`src/rtl/stochastic_to_binary.sv`:
```
// Stochastic-to-binary converter: counts the ones in a 2^LEN_LOG2-bit window of the
// edge-kernel stream and presents the scaled count as a pixel on a valid/ready port.
module stochastic_to_binary #(
    parameter int LEN_LOG2 = 8,
    parameter int PIX_W    = 8
) (
    input  logic             clk,
    input  logic             rst,
    input  logic             start,
    input  logic             z,
    input  logic             z_valid,
    input  logic             abort,
    output logic [PIX_W-1:0] pix,
    output logic             pix_valid,
    input  logic             pix_ready,
    output logic             busy
);

    localparam logic [1:0] ST_IDLE  = 2'd0;
    localparam logic [1:0] ST_ACCUM = 2'd1;
    localparam logic [1:0] ST_HOLD  = 2'd2;

    localparam int                  SHIFT    = LEN_LOG2 - PIX_W;
    localparam logic [LEN_LOG2-1:0] BIT_LAST = '1;

    logic [1:0]          state_q, state_d;
    logic [LEN_LOG2:0]   ones_cnt_q, ones_cnt_d;
    logic [LEN_LOG2-1:0] bit_cnt_q, bit_cnt_d;
    logic [PIX_W-1:0]    pix_q, pix_d;
    logic                pix_valid_q, pix_valid_d;
    logic                busy_q, busy_d;

    logic [LEN_LOG2:0]   ones_next;
    logic [LEN_LOG2:0]   ones_scaled;
    logic [PIX_W-1:0]    pix_conv;

    always_comb begin
        ones_next   = ones_cnt_q + (LEN_LOG2+1)'(z);
        ones_scaled = ones_next >> SHIFT;
        // Only a full window of ones can overflow PIX_W bits; clamp it to all-ones.
        pix_conv    = (|ones_scaled[LEN_LOG2:PIX_W]) ? '1 : ones_scaled[PIX_W-1:0];

        state_d     = state_q;
        ones_cnt_d  = ones_cnt_q;
        bit_cnt_d   = bit_cnt_q;
        pix_d       = pix_q;
        pix_valid_d = pix_valid_q;

        case (state_q)
            ST_IDLE: begin
                if (start) begin
                    state_d    = ST_ACCUM;
                    ones_cnt_d = '0;
                    bit_cnt_d  = '0;
                end
            end
            ST_ACCUM: begin
                if (z_valid) begin
                    ones_cnt_d = ones_next;
                    bit_cnt_d  = bit_cnt_q + LEN_LOG2'(1);
                    if (bit_cnt_q == BIT_LAST) begin
                        state_d     = ST_HOLD;
                        pix_d       = pix_conv;
                        pix_valid_d = 1'b1;
                    end
                end
            end
            ST_HOLD: begin
                if (pix_ready) begin
                    pix_valid_d = 1'b0;
                    if (start) begin
                        state_d    = ST_ACCUM;
                        ones_cnt_d = '0;
                        bit_cnt_d  = '0;
                    end else begin
                        state_d = ST_IDLE;
                    end
                end
            end
            default: begin
                state_d     = ST_IDLE;
                pix_valid_d = 1'b0;
            end
        endcase

        // Abort overrides everything else outside IDLE, discarding any pending result.
        if (abort && (state_q != ST_IDLE)) begin
            state_d     = ST_IDLE;
            ones_cnt_d  = '0;
            bit_cnt_d   = '0;
            pix_valid_d = 1'b0;
        end

        busy_d = (state_d == ST_ACCUM) || (state_d == ST_HOLD);
    end

    always_ff @(posedge clk or posedge rst) begin
        if (rst) begin
            state_q     <= ST_IDLE;
            ones_cnt_q  <= '0;
            bit_cnt_q   <= '0;
            pix_q       <= '0;
            pix_valid_q <= 1'b0;
            busy_q      <= 1'b0;
        end else begin
            state_q     <= state_d;
            ones_cnt_q  <= ones_cnt_d;
            bit_cnt_q   <= bit_cnt_d;
            pix_q       <= pix_d;
            pix_valid_q <= pix_valid_d;
            busy_q      <= busy_d;
        end
    end

    assign pix       = pix_q;
    assign pix_valid = pix_valid_q;
    assign busy      = busy_q;

endmodule

```
`config.mk`:
```
export PLATFORM = sky130hd
export DESIGN_NAME = stochastic_to_binary
export DESIGN_NICKNAME = d
export VERILOG_FILES = /design/src/rtl/stochastic_to_binary.sv
export SDC_FILE = /design/constraint.sdc
export NUM_CORES = 1
export LEC_CHECK = 0
export BUFFER_PORTS_ARGS = -buffer_cell sky130_fd_sc_hd__buf_2
export CORE_ASPECT_RATIO = 0.75
export CORE_UTILIZATION = 60
export DETAILED_ROUTE_END_ITERATION = 7
export PLACE_DENSITY_LB_ADDON = 0.25
export SLEW_MARGIN = 15
export SYNTH_ARGS = -nofsm -noshare
export SYNTH_HDL_FRONTEND = slang
export SYNTH_SLANG_ARGS = --single-unit
```
`constraint.sdc`:
```
create_clock -name clk -period 4 [get_ports clk]
set_clock_uncertainty 0.2 [all_clocks]
set_input_delay 0.2 -clock clk [delete_from_list [all_inputs] [get_ports clk]]
set_output_delay 0.2 -clock clk [all_outputs]
set_load 0.03 [all_outputs]
```
Word-level counts from Yosys, hierarchy flattened
Index checks and enable logic that the tools add are counted.
{ "word_totals": {"reg_bits": 29, "in_bits": 7, "output_inout_bits": 10, "elab_cells": 48} }
{ "classes": {"n_addsub": 2, "n_eq_ne": 9, "n_mux": 23, "n_reduce_logical": 8} }
{ "op_table": {"columns": ["op", "count"], "rows": [
  ["8-bit 2-to-1 mux", 5],
  ["9-bit 2-to-1 mux", 4],
  ["9-bit case mux with 3 select lines", 1],
  ["8-bit case mux with 3 select lines", 1],
  ["2-bit 2-to-1 mux", 5],
  ["9-bit by 1-bit adder with 9-bit output", 1],
  ["3-bit inequality test (second input constant)", 3],
  ["8-bit by 1-bit adder with 8-bit output (second input constant)", 1],
  ["8-bit equality test (second input constant)", 1],
  ["2-bit case mux with 3 select lines", 1],
  ["3-bit AND reduction", 2],
  ["1-bit 2-to-1 mux", 5],
  ["2-bit by 1-bit equality test with 1-bit output (second input constant)", 2],
  ["2-bit equality test (second input constant)", 2],
  ["4-bit AND reduction", 1],
  ["4-bit nonzero test", 1],
  ["1-bit case mux with 3 select lines", 1],
  ["2-bit zero test", 1],
  ["2-bit inequality test (second input constant)", 1],
  ["2-bit nonzero test", 1],
  ["1-bit logical AND", 1],
  ["1-bit logical OR", 1]
]} }

Longest topological paths before layout
{ "logic_depth": {"ltp_word": 7, "depth_mapped": 7, "depth_no_buf": 6} }

Worst setup path before layout
No wires, ideal clock.
{ "synth_timing": {"path_kind": "reg2reg", "startpoint": "reg ones_cnt_q[0]", "endpoint": "reg pix_q[6] (netlist: pix[6])", "setup_ns": 0.124, "arrival_ns": 1.570, "required_time_ns": 3.676, "slack_ns": 2.106, "path_stages_with_launch": 7, "path_buffers": 0, "period_less_slack_ns": 1.894, "path_cell_list": "dfrtp_1 ha_1 ha_1 and3_1 and3_1 xor2_1 o31a_1"} }
{ "synth_via": {"elab_chain_len": 2} }
{ "synth_rtl": {"columns": ["element", "line", "rtl"], "rows": [
  ["from (decl)", "27", "logic [LEN_LOG2:0] ones_cnt_q, ones_cnt_d;"],
  ["from (signal assigned)", "107", "ones_cnt_q <= ones_cnt_d;"],
  ["9-bit by 1-bit adder with 9-bit output", "38", "ones_next = ones_cnt_q + (LEN_LOG2+1)'(z);"],
  ["8-bit 2-to-1 mux", "41", "pix_conv = (|ones_scaled[LEN_LOG2:PIX_W]) ? '1 : ones_scaled[PIX_W-1:0];"],
  ["to (signal assigned)", "109", "pix_q <= pix_d;"],
  ["to (decl)", "29", "logic [PIX_W-1:0] pix_q, pix_d;"]
]} }
No other way between the ends.
A chain may end at the register's enable or synchronous reset.

Final worst setup path
{ "layout_timing": {"startpoint": "reg state_q[1]", "endpoint": "reg ones_cnt_q[7]"} }
{ "layout_via": {"elab_chain_len": 4, "elab_cells_between_ends": 11, "cone_classes": "4 x eq/ne; 2 x mux; 5 x reduce/logical"} }
{ "layout_rtl": {"columns": ["element", "line", "rtl"], "rows": [
  ["from (decl)", "26", "logic [1:0] state_q, state_d;"],
  ["from (signal assigned)", "106", "state_q <= state_d;"],
  ["2-bit nonzero test", "87", "if (abort && (state_q != ST_IDLE)) begin"],
  ["1-bit logical AND", "87", null],
  ["3-bit inequality test (no source line) / 4-bit nonzero test (equally long branches)", null, null],
  ["3-bit AND reduction (no source line)", null, null]
]} }
Parallel ways exist; a longest one is shown, timed or not.

==> flow_summary.ini <==
[hold_path]
whs_endpoint = busy
hold-path-cell-count = 4
hold_class = in2reg
min_from = pix_ready

[logic_synthesis]
synth-edff-count = 0
async_reset_ff_share_pct = 100
synth_top_family_by_area = simple AND/OR/NAND/NOR gates
syn-num-nets = 176
synth_xor_area_share_pct = 3.32
synth_fa_ha_area_share_pct = 2.37
yosys.area_share.simple_pct = 22.3
synth_compound_area_share_pct = 16.7
syn_inst = 166
ys_ff_latch = 29
ys_seq_area_share_pct = 45.9
syn_avg_cell_area_um2 = 9.53
synth_warnings = 0
synthMuxAreaShare_pct = 4.43
yosys.cell_types.count = 43
syn-cell-area_um2 = 1580
synthFlopType = dfrtp_1

[cts]
cts_root_buffer = clkbuf_4
cts_buffer_depth = 2
cts_sinks = 29
htreeDepth = 2
cts_buffers = 5
cts-resized-gates = 0
cts_tree = built
clkTransAtPathRegs_ns = 0.09
insertion_delay_ns = 0.34

[detailed_routing]
avgViaCountPerCell = 6.12
drt_wl_total_mm = 3.38
routed-via-count = 1347
first_pass_iters = 4
drt_iter0_drc = 64
routedWlPerCell_um = 15.4
drc = 0
antenna_left = 0

[placement]
postPlaceCellArea_um2 = 1650
gp_congestion = 0.844
io_buffers = 16
place_inst = 206
place_ws_ns = 1.51
dp_hpwl_mm = 2.31

[worst_setup_path]
reg2regPathDepth = 4
reg2reg_setup_slack_ns = 1.60
worst-path-max-fanout = 16
path_cells = inv_1 -> o21ai_1 -> and2_0 -> a22o_1
cp-startpoint = state_q[1]
cpMaxStageDelayCell = o21ai_1
crit_arrival_ns = 2.47
crit_required_ns = 4.07
r2r_start = state_q[1]
reg2reg_to = ones_cnt_q[7]
critPathMaxStageDelay_ns = 0.86
startpoint_type = register
path_class = reg2reg
cp-end-kind = register

[cells_and_area]
final_util_pct = 74.5
layout_commonest_cell = dfrtp_1
final_area_um2 = 1790
finalNetCount = 195
filler_cell_count = 192
diodes = 0
syn2layout_area_growth_pct = 13.2
drive_gt1_share_pct = 17.2
layout_common_cells = dfrtp_1 (29), buf_2 (16), nand3_1 (13), nand2_1 (13), a21oi_1 (12)
instances_no_fill = 220

[pwr]
power.density_nw_per_um2 = 360
leakagePower_nw = 0.844
finalPower_uw = 644
ir_drop_v = 0.000215

[die]
die-area_um2 = 2850
start_util_pct = 65.8
fp.dieH_um = 46.5
core_um2 = 2400
rows = 15
ios = 17
die_x_um = 61.3

[global_route]
antenna_found_initial = 0
grt_first_pass_wirelength_mm = 5.50
grtUsageTotal_pct = 27.8
grt_pass1_vias = 1197
grt_max_degree = 30
grt-ovfl-total = 0

[sta]
timing.slew.headroom_pct = 27.9
worstMarginPinSlew_ns = 1.07
hold_viol = 0
post-route-period-util_pct = 60.0
maxSlewViolCount = 0
max_freq_mhz = 417
holdWs_ns = 0.0788
min_period_ns = 2.40
finalSetupViolations = 0
setup_slack_ns = 1.60
rsz0062_at_grt = false
finalSetupTns_ns = 0

[run_status]
status = finished, final reports clean

[run]
drv_cap = 0
## worst max path at each step
| stage | end | slack, ns |
|---|---|---|
| 2_1_floorplan | pix[6] | 2.11 |
| 3_3_place_gp | ones_cnt_q[0] | 1.56 |
| 3_5_place_dp | bit_cnt_q[1] | 1.51 |
| 4_1_cts | bit_cnt_q[1] | 1.50 |
| 5_1_grt | ones_cnt_q[1] | 1.43 |
| 6_report | ones_cnt_q[7] | 1.60 |
## sequential cells by signal, summed over array words and instances (netlist names)
register    flops
pix_valid       1
ones_cnt_q      9
state_q         2
pix             8
busy            1
bit_cnt_q       8
## synthesized netlist by cell type, types with 2 or more instances
library cell | instances | share of area, %
nand2b_1 | 3 | 1.2
and3_1 | 5 | 2.0
nand3_1 | 13 | 4.1
clkbuf_1 | 2 | 0.47
and2_1 | 2 | 0.79
o31a_1 | 3 | 1.7
a22o_1 | 2 | 1.1
mux2i_1 | 7 | 4.4
nand4_1 | 4 | 1.6
a21oi_1 | 12 | 3.8
or3_1 | 2 | 0.79
nand2_1 | 13 | 3.1
o21ai_0 | 7 | 2.2
ha_1 | 3 | 2.4
xnor2_1 | 4 | 2.2
o22ai_1 | 2 | 0.79
xor2_1 | 2 | 1.1
a31oi_1 | 4 | 1.6
buf_2 | 6 | 1.9
and4_1 | 2 | 1.1
dfrtp_1 | 29 | 46
inv_1 | 6 | 1.4
a22oi_1 | 3 | 1.4
nor2_1 | 11 | 2.6
## worst max-delay path, delay by kind of cell (launching register included)
family          cells  cell delay [ns]
compound gates      2             1.07
flops               1             0.56
simple gates        1             0.39
buf+inv             1             0.12
## power breakdown
part           switching [mW]  internal, mW
registers             0.00791         0.300
clock network           0.106         0.149
logic                  0.0496        0.0312
## cell families after synthesis
family | after synthesis
adders and majority gates | 3
and+or+nand+nor | 64
muxes | 7
buffers and inverters | 16
AOI/OAI and AO/OA | 41
DFF | 29
xor gates and xnor gates | 6
## cell type report
class                   count  area, um^2  area share [%]
clock buffers               7        55.1            3.07
multi-input cells         121         777            43.4
flip-flops and latches     29         726            40.5
clock inverters             1        30.0            1.68
well taps                  34        42.5            2.38
inverters                   6        22.5            1.26
repair buffers             22         138            7.69
## layer usage
metal  part of all wire, %  up-vias  track usage [%]
met2                    47       47             41.3
li1                      -      638                -
met5                     0        -                0
met4                   2.0        0             13.2
met1                    45      652             38.4
met3                   5.7       10             6.74
## timing repair
item	4_1_cts	5_1_grt
buffers inserted	0	0
hold buffers	5	0
hold endpoints to repair	32	0
endpoints found under the setup margin	0	0
(Power assumes the default switching activity.)
